===== src/rtl/spi_frame_writer.sv =====
// -----------------------------------------------------------------------------
// spi_frame_writer
//
// Takes bytes from the SPI byte receiver and writes them into the frame buffer
// RAM in raster order. writeEnable comes from the spiClk domain, so it is
// synchronized into clk and rising-edge detected. Row, column and a running
// address counter track the position. A completed frame is flagged to the
// edge-detection core, and the buffer is held until that core acknowledges it.
//
// Optional feature: define FRAME_CHECKSUM_EN to add frameChecksum. This output
// is a modulo-2^messageBits sum of the pixels written in the current frame.
//
// Ports:
//   clk           system clock (only clock)
//   rst           synchronous active-high reset
//   writeData     byte from the SPI receiver, stable while writeEnable is high
//   writeEnable   byte-ready level, asynchronous to clk
//   frameAck      one-cycle pulse: frame consumed, buffer may be refilled
//   memWriteEn    frame buffer write strobe, one cycle per pixel
//   memAddr       frame buffer write address
//   memData       frame buffer write data
//   row / col     position of the next pixel to be written
//   frameDone     one-cycle pulse after the last pixel of a frame is written
//   frameFull     high while a complete frame awaits frameAck
//   overrunErr    sticky: a byte arrived while the frame was full
//   frameChecksum (FRAME_CHECKSUM_EN only) running pixel sum of the frame
// -----------------------------------------------------------------------------
module spi_frame_writer #(
  parameter int messageBits = 8,
  parameter int imgWidth    = 160,
  parameter int imgHeight   = 120,
  parameter int addrBits    = 15
) (
  input  logic                          clk,
  input  logic                          rst,
  input  logic [messageBits-1:0]        writeData,
  input  logic                          writeEnable,
  input  logic                          frameAck,
  output logic                          memWriteEn,
  output logic [addrBits-1:0]           memAddr,
  output logic [messageBits-1:0]        memData,
  output logic [$clog2(imgHeight)-1:0]  row,
  output logic [$clog2(imgWidth)-1:0]   col,
  output logic                          frameDone,
  output logic                          frameFull,
`ifdef FRAME_CHECKSUM_EN
  output logic [messageBits-1:0]        frameChecksum,
`endif
  output logic                          overrunErr
);

  localparam int RowBits = $clog2(imgHeight);
  localparam int ColBits = $clog2(imgWidth);
  localparam logic [RowBits-1:0] RowLast = RowBits'(imgHeight - 1);
  localparam logic [ColBits-1:0] ColLast = ColBits'(imgWidth - 1);

  typedef enum logic [1:0] {IDLE, RECEIVING, FULL} state_e;

  // Synchronizer (s1, s2), edge-detect flop (s3) and the captured byte.
  logic                   s1_q, s2_q, s3_q;
  logic                   byte_strobe;
  logic                   pix_valid_q;
  logic [messageBits-1:0] pix_data_q;

  state_e                 state_q, state_d;
  logic [RowBits-1:0]     row_q, row_d, base_row;
  logic [ColBits-1:0]     col_q, col_d, base_col;
  logic [addrBits-1:0]    addr_q, addr_d, base_addr;
  logic                   we_q, we_d;
  logic [addrBits-1:0]    mem_addr_q, mem_addr_d;
  logic [messageBits-1:0] mem_data_q, mem_data_d;
  logic                   done_pend_q, done_pend_d;
  logic                   frame_done_q;
  logic                   full_q;
  logic                   overrun_q, overrun_d;
  logic [messageBits-1:0] checksum_q, checksum_d;
  logic                   do_write, start_frame;

  // One strobe per writeEnable high level, however long it is held.
  assign byte_strobe = s2_q & ~s3_q;

  always_comb begin
    // NOTE: every signal written here gets a default first, so no path can leave one unassigned and infer a latch.
    state_d     = state_q;
    row_d       = row_q;
    col_d       = col_q;
    addr_d      = addr_q;
    we_d        = 1'b0;
    mem_addr_d  = mem_addr_q;
    mem_data_d  = mem_data_q;
    done_pend_d = 1'b0;
    overrun_d   = overrun_q;
    checksum_d  = checksum_q;
    do_write    = 1'b0;
    start_frame = 1'b0;

    case (state_q)
      IDLE: begin
        if (pix_valid_q) begin
          do_write    = 1'b1;
          start_frame = 1'b1;
        end
      end
      RECEIVING: begin
        if (pix_valid_q) do_write = 1'b1;
      end
      FULL: begin
        // The ack wins over a simultaneous byte. The byte then starts the next frame.
        if (pix_valid_q && frameAck) begin
          do_write    = 1'b1;
          start_frame = 1'b1;
        end else if (pix_valid_q) begin
          overrun_d = 1'b1;
        end else if (frameAck) begin
          state_d = IDLE;
        end
      end
      default: state_d = IDLE;
    endcase

    // A new frame always starts from the origin. Otherwise continue from the
    // current position.
    base_row  = start_frame ? '0 : row_q;
    base_col  = start_frame ? '0 : col_q;
    base_addr = start_frame ? '0 : addr_q;

    if (do_write) begin
      we_d       = 1'b1;
      mem_addr_d = base_addr;
      mem_data_d = pix_data_q;
      state_d    = RECEIVING;
      checksum_d = (base_addr == '0) ? pix_data_q : checksum_q + pix_data_q;
      if (base_col == ColLast) begin
        col_d = '0;
        if (base_row == RowLast) begin
          row_d       = '0;
          addr_d      = '0;
          state_d     = FULL;
          done_pend_d = 1'b1;
        end else begin
          row_d  = base_row + RowBits'(1);
          addr_d = base_addr + addrBits'(1);
        end
      end else begin
        col_d  = base_col + ColBits'(1);
        row_d  = base_row;
        addr_d = base_addr + addrBits'(1);
      end
    end
  end

  always_ff @(posedge clk) begin
    if (rst) begin
      s1_q         <= 1'b0;
      s2_q         <= 1'b0;
      s3_q         <= 1'b0;
      pix_valid_q  <= 1'b0;
      pix_data_q   <= '0;
      state_q      <= IDLE;
      row_q        <= '0;
      col_q        <= '0;
      addr_q       <= '0;
      we_q         <= 1'b0;
      mem_addr_q   <= '0;
      mem_data_q   <= '0;
      done_pend_q  <= 1'b0;
      frame_done_q <= 1'b0;
      full_q       <= 1'b0;
      overrun_q    <= 1'b0;
      checksum_q   <= '0;
    end else begin
      // NOTE: non-blocking assignments make every flop sample the pre-edge value, which is what makes s1->s2->s3 a pipeline.
      s1_q         <= writeEnable;
      s2_q         <= s1_q;
      s3_q         <= s2_q;
      pix_valid_q  <= byte_strobe;
      if (byte_strobe) pix_data_q <= writeData;
      state_q      <= state_d;
      row_q        <= row_d;
      col_q        <= col_d;
      addr_q       <= addr_d;
      we_q         <= we_d;
      mem_addr_q   <= mem_addr_d;
      mem_data_q   <= mem_data_d;
      done_pend_q  <= done_pend_d;
      frame_done_q <= done_pend_q;
      full_q       <= (state_d == FULL);
      overrun_q    <= overrun_d;
      checksum_q   <= checksum_d;
    end
  end

  assign memWriteEn = we_q;
  assign memAddr    = mem_addr_q;
  assign memData    = mem_data_q;
  assign row        = row_q;
  assign col        = col_q;
  assign frameDone  = frame_done_q;
  assign frameFull  = full_q;
  assign overrunErr = overrun_q;
`ifdef FRAME_CHECKSUM_EN
  assign frameChecksum = checksum_q;
`endif

endmodule

===== config.mk =====
export PLATFORM = sky130hd
export DESIGN_NAME = spi_frame_writer
export DESIGN_NICKNAME = d
export VERILOG_FILES = /design/src/rtl/spi_frame_writer.sv
export SDC_FILE = /design/constraint.sdc
export NUM_CORES = 1
export LEC_CHECK = 0
export CAP_MARGIN = 10
export CORE_UTILIZATION = 55
export CTS_BUF_LIST = sky130_fd_sc_hd__clkbuf_2 sky130_fd_sc_hd__clkbuf_4 sky130_fd_sc_hd__clkbuf_8
export DETAILED_ROUTE_END_ITERATION = 7
export PLACE_DENSITY = 0.88
export SYNTH_ARGS = -nofsm -noshare
export SYNTH_HDL_FRONTEND = slang
export SYNTH_SLANG_ARGS = --single-unit

===== constraint.sdc =====
create_clock -name clk -period 3.4 [get_ports clk]
set_clock_uncertainty 0.2 [all_clocks]
set_input_delay 0.68 -clock clk [delete_from_list [all_inputs] [get_ports clk]]
set_output_delay 0.68 -clock clk [all_outputs]
set_load 0.05 [all_outputs]

==> reports/results.ini <==
[synthesis]
synthCells=387
synth.distinct_cells=54
ys_top_cells_by_area=dfxtp_1 44%, nand2_1 8.2%, a21oi_1 6.4%, nand3_1 3.2%, mux2i_1 2.7%
ys.flop_type=dfxtp_1
synth_top_area_share_pct=43.7
syn-num-nets=402
synth-seq-cells=72
syn-cell-area_mm2=0.00330
synth_top_cell_by_area=dfxtp_1
ys_seq_area_share_pct=43.7
ys_async_sr_fraction_pct=0
yosysWarnings=0
synth_edf_count=0
syn_avg_cell_area_um2=8.52

[global_route]
grt_pass1_wl_um=13700
grt_max_degree=49
grt_overflow=0
grt_pass1_vias=2959
busiest_layer=met2
use_met1_pct=35.1
met3_usage_pct=5.49
antenna_found_initial=0
gr-usage-all-layers_pct=28.1
grt_util_met2_pct=44.4

[timing]
rsz0062_at_grt=no
fin_ws_ns=0.242
fmax_mhz=317
post-route-period-util_pct=92.9
finalCriticalPeriod_ns=3.16
whs_ns=0.229
worst_pin_slew_ns=1.01
hold_violations=0
drv_slew=0
relSlewSlack_pct=32.9
report.final.setup_viol=0

[layout]
nets=458
area_delta_synth_final_pct=25.4
num_antenna_cells=0
layout_common_cells=72 x nand2_1, 72 x dfxtp_1, 53 x clkdlybuf4s50_1, 42 x a21oi_1, 22 x nor2_1
layout-drive-gt1-share_pct=11.0

[floorplan]
ioPinCount=54
initial_core_util_pct=58.5
num_rows=27
die-height_um=79.4
die-width_um=79.4
die-area_mm2=0.00631
core_mm2=0.00564

[placement]
dp_hpwl_um=5620
routabilityCongestion=0.907
place_ws_ns=-0.0639
io_buffers=53

[clock_tree]
clock_latency_ns=0.35
cts_setup_buffers=0
clock-sinks=72
cts_tree=built
cts-root-buf=clkbuf_8
cts_resized=0
cts_buffer_depth=2
cts_hold_buf=0
cts_made_buffers=9
clkTransAtPathRegs_ns=0.08
htreeDepth=3

[power]
power.density_mw_per_mm2=423
leakagePower_nw=1.43
ir_worst_vdd_mv=0.320

[detailed_routing]
routed-via-count=3132
ant_nets=0
drt_wl_total_um=8210
drt-vias-per-instance=6.03
drt_iter0_drc=303
drc=0
first_pass_iters=5
wl_per_cell_um=15.8

[setup_path]
required_ns=3.46
path_max_fanout=10
crit_type=primary input to flop
regToRegSetupSlack_ns=0.55
start_kind=primary input
critPathArrivalTime_ns=3.22
end_kind=flop

[outcome]
status=completed

[run]
drv_cap=0

[hold_path]
hold_class=flop to flop

-- cell usage after synthesis, types with 2 or more instances --
library cell and number:
a2111oi_0 3, a2111oi_4 2, a211oi_2 2, a21o_1 6, a21oi_1 42, a221oi_1 2, a22o_1 2, a311oi_1 3
a31oi_1 9, a41oi_1 2, a41oi_2 2, and2_1 7, and3_1 6, and4_1 2, buf_2 4, buf_6 6
clkbuf_1 15, dfxtp_1 72, ha_1 3, inv_1 8, mux2i_1 9, nand2_1 72, nand2b_1 5, nand3_1 21
nand4_1 6, nand4b_1 3, nor2_1 22, nor2b_1 6, nor3_1 6, o21ai_0 8, o21ai_1 4, or3_1 4
or4_1 2
-- where the power goes --
part	switching, mW	internal [mW]	total [mW]
logic	0.0505	0.0339	0.0844
registers	0.00650	0.850	0.857
clock network	0.326	0.482	0.808
-- routing by layer --
layer,part of all wire [%],vias up
met5,0,-
met4,2.5,0
li1,-,1494
met2,48,152
met1,42,1463
met3,7.2,23
-- flip-flops by register name, indices dropped and copies added, names as in the netlist --
| register | cells |
|---|---|
| addr_q | 15 |
| col | 8 |
| done_pend_q | 1 |
| frameDone | 1 |
| frameFull | 1 |
| memAddr | 15 |
| memData | 8 |
| memWriteEn | 1 |
| overrunErr | 1 |
| pix_data_q | 8 |
| pix_valid_q | 1 |
| row | 7 |
| s1_q | 1 |
| s2_q | 1 |
| s3_q | 1 |
| state_q | 2 |
-- metrics by stage --
step	std cells	utilization (%)	setup TNS, ns	power [mW]	cell area [um2]
2_1_floorplan	387	-	0	0.927	3300
3_3_place_gp	504	69.2	-0.0554	0.957	3900
3_5_place_dp	504	69.2	-0.366	0.960	3900
4_1_cts	519	73.3	0	1.76	4140
5_1_grt	519	73.3	0	1.81	4140
6_report	519	73.3	0	1.75	4140
-- cell families after synthesis --
| logic type | after synthesis | synth area share, % |
|---|---|---|
| AND/OR/NAND/NOR | 172 | 25.9 |
| multiplexers | 9 | 2.73 |
| AO/OA/AOI/OAI | 97 | 21.0 |
| buffers and inverters | 34 | 5.50 |
| flip-flops | 72 | 43.7 |
| adder cells (fa/ha/maj) | 3 | 1.14 |
-- worst paths after layout --
kind | startpoint | to | cells past startpoint
min | s3_q | pix_valid_q | 1
max reg2reg | state_q[1] | state_q[1] | 9
max | frameAck | addr_q[14] | 10
min reg2reg | s3_q | pix_valid_q | 1
-- final cells by class --
class                           instances  area (um2)
Fill cell                             428        1510
Clock buffer                            9         124
Clock inverter                          6         109
Tap cell                               72        90.1
Inverter                                8        30.0
Multi-Input combinational cell        281        1680
Timing Repair Buffer                   71         666
Sequential cell                        72        1440
-- critical path, cell delays in order --
cell and delay [ns]:
clkdlybuf4s50_1 0.47, nand2b_2 0.13, nand2_1 0.23, and2_1 0.26
ha_1 0.20, and3_1 0.22, and4b_1 0.28, a31oi_1 0.34
a41oi_1 0.17, a311oi_1 0.25
Power figures use the tool's default switching activity.
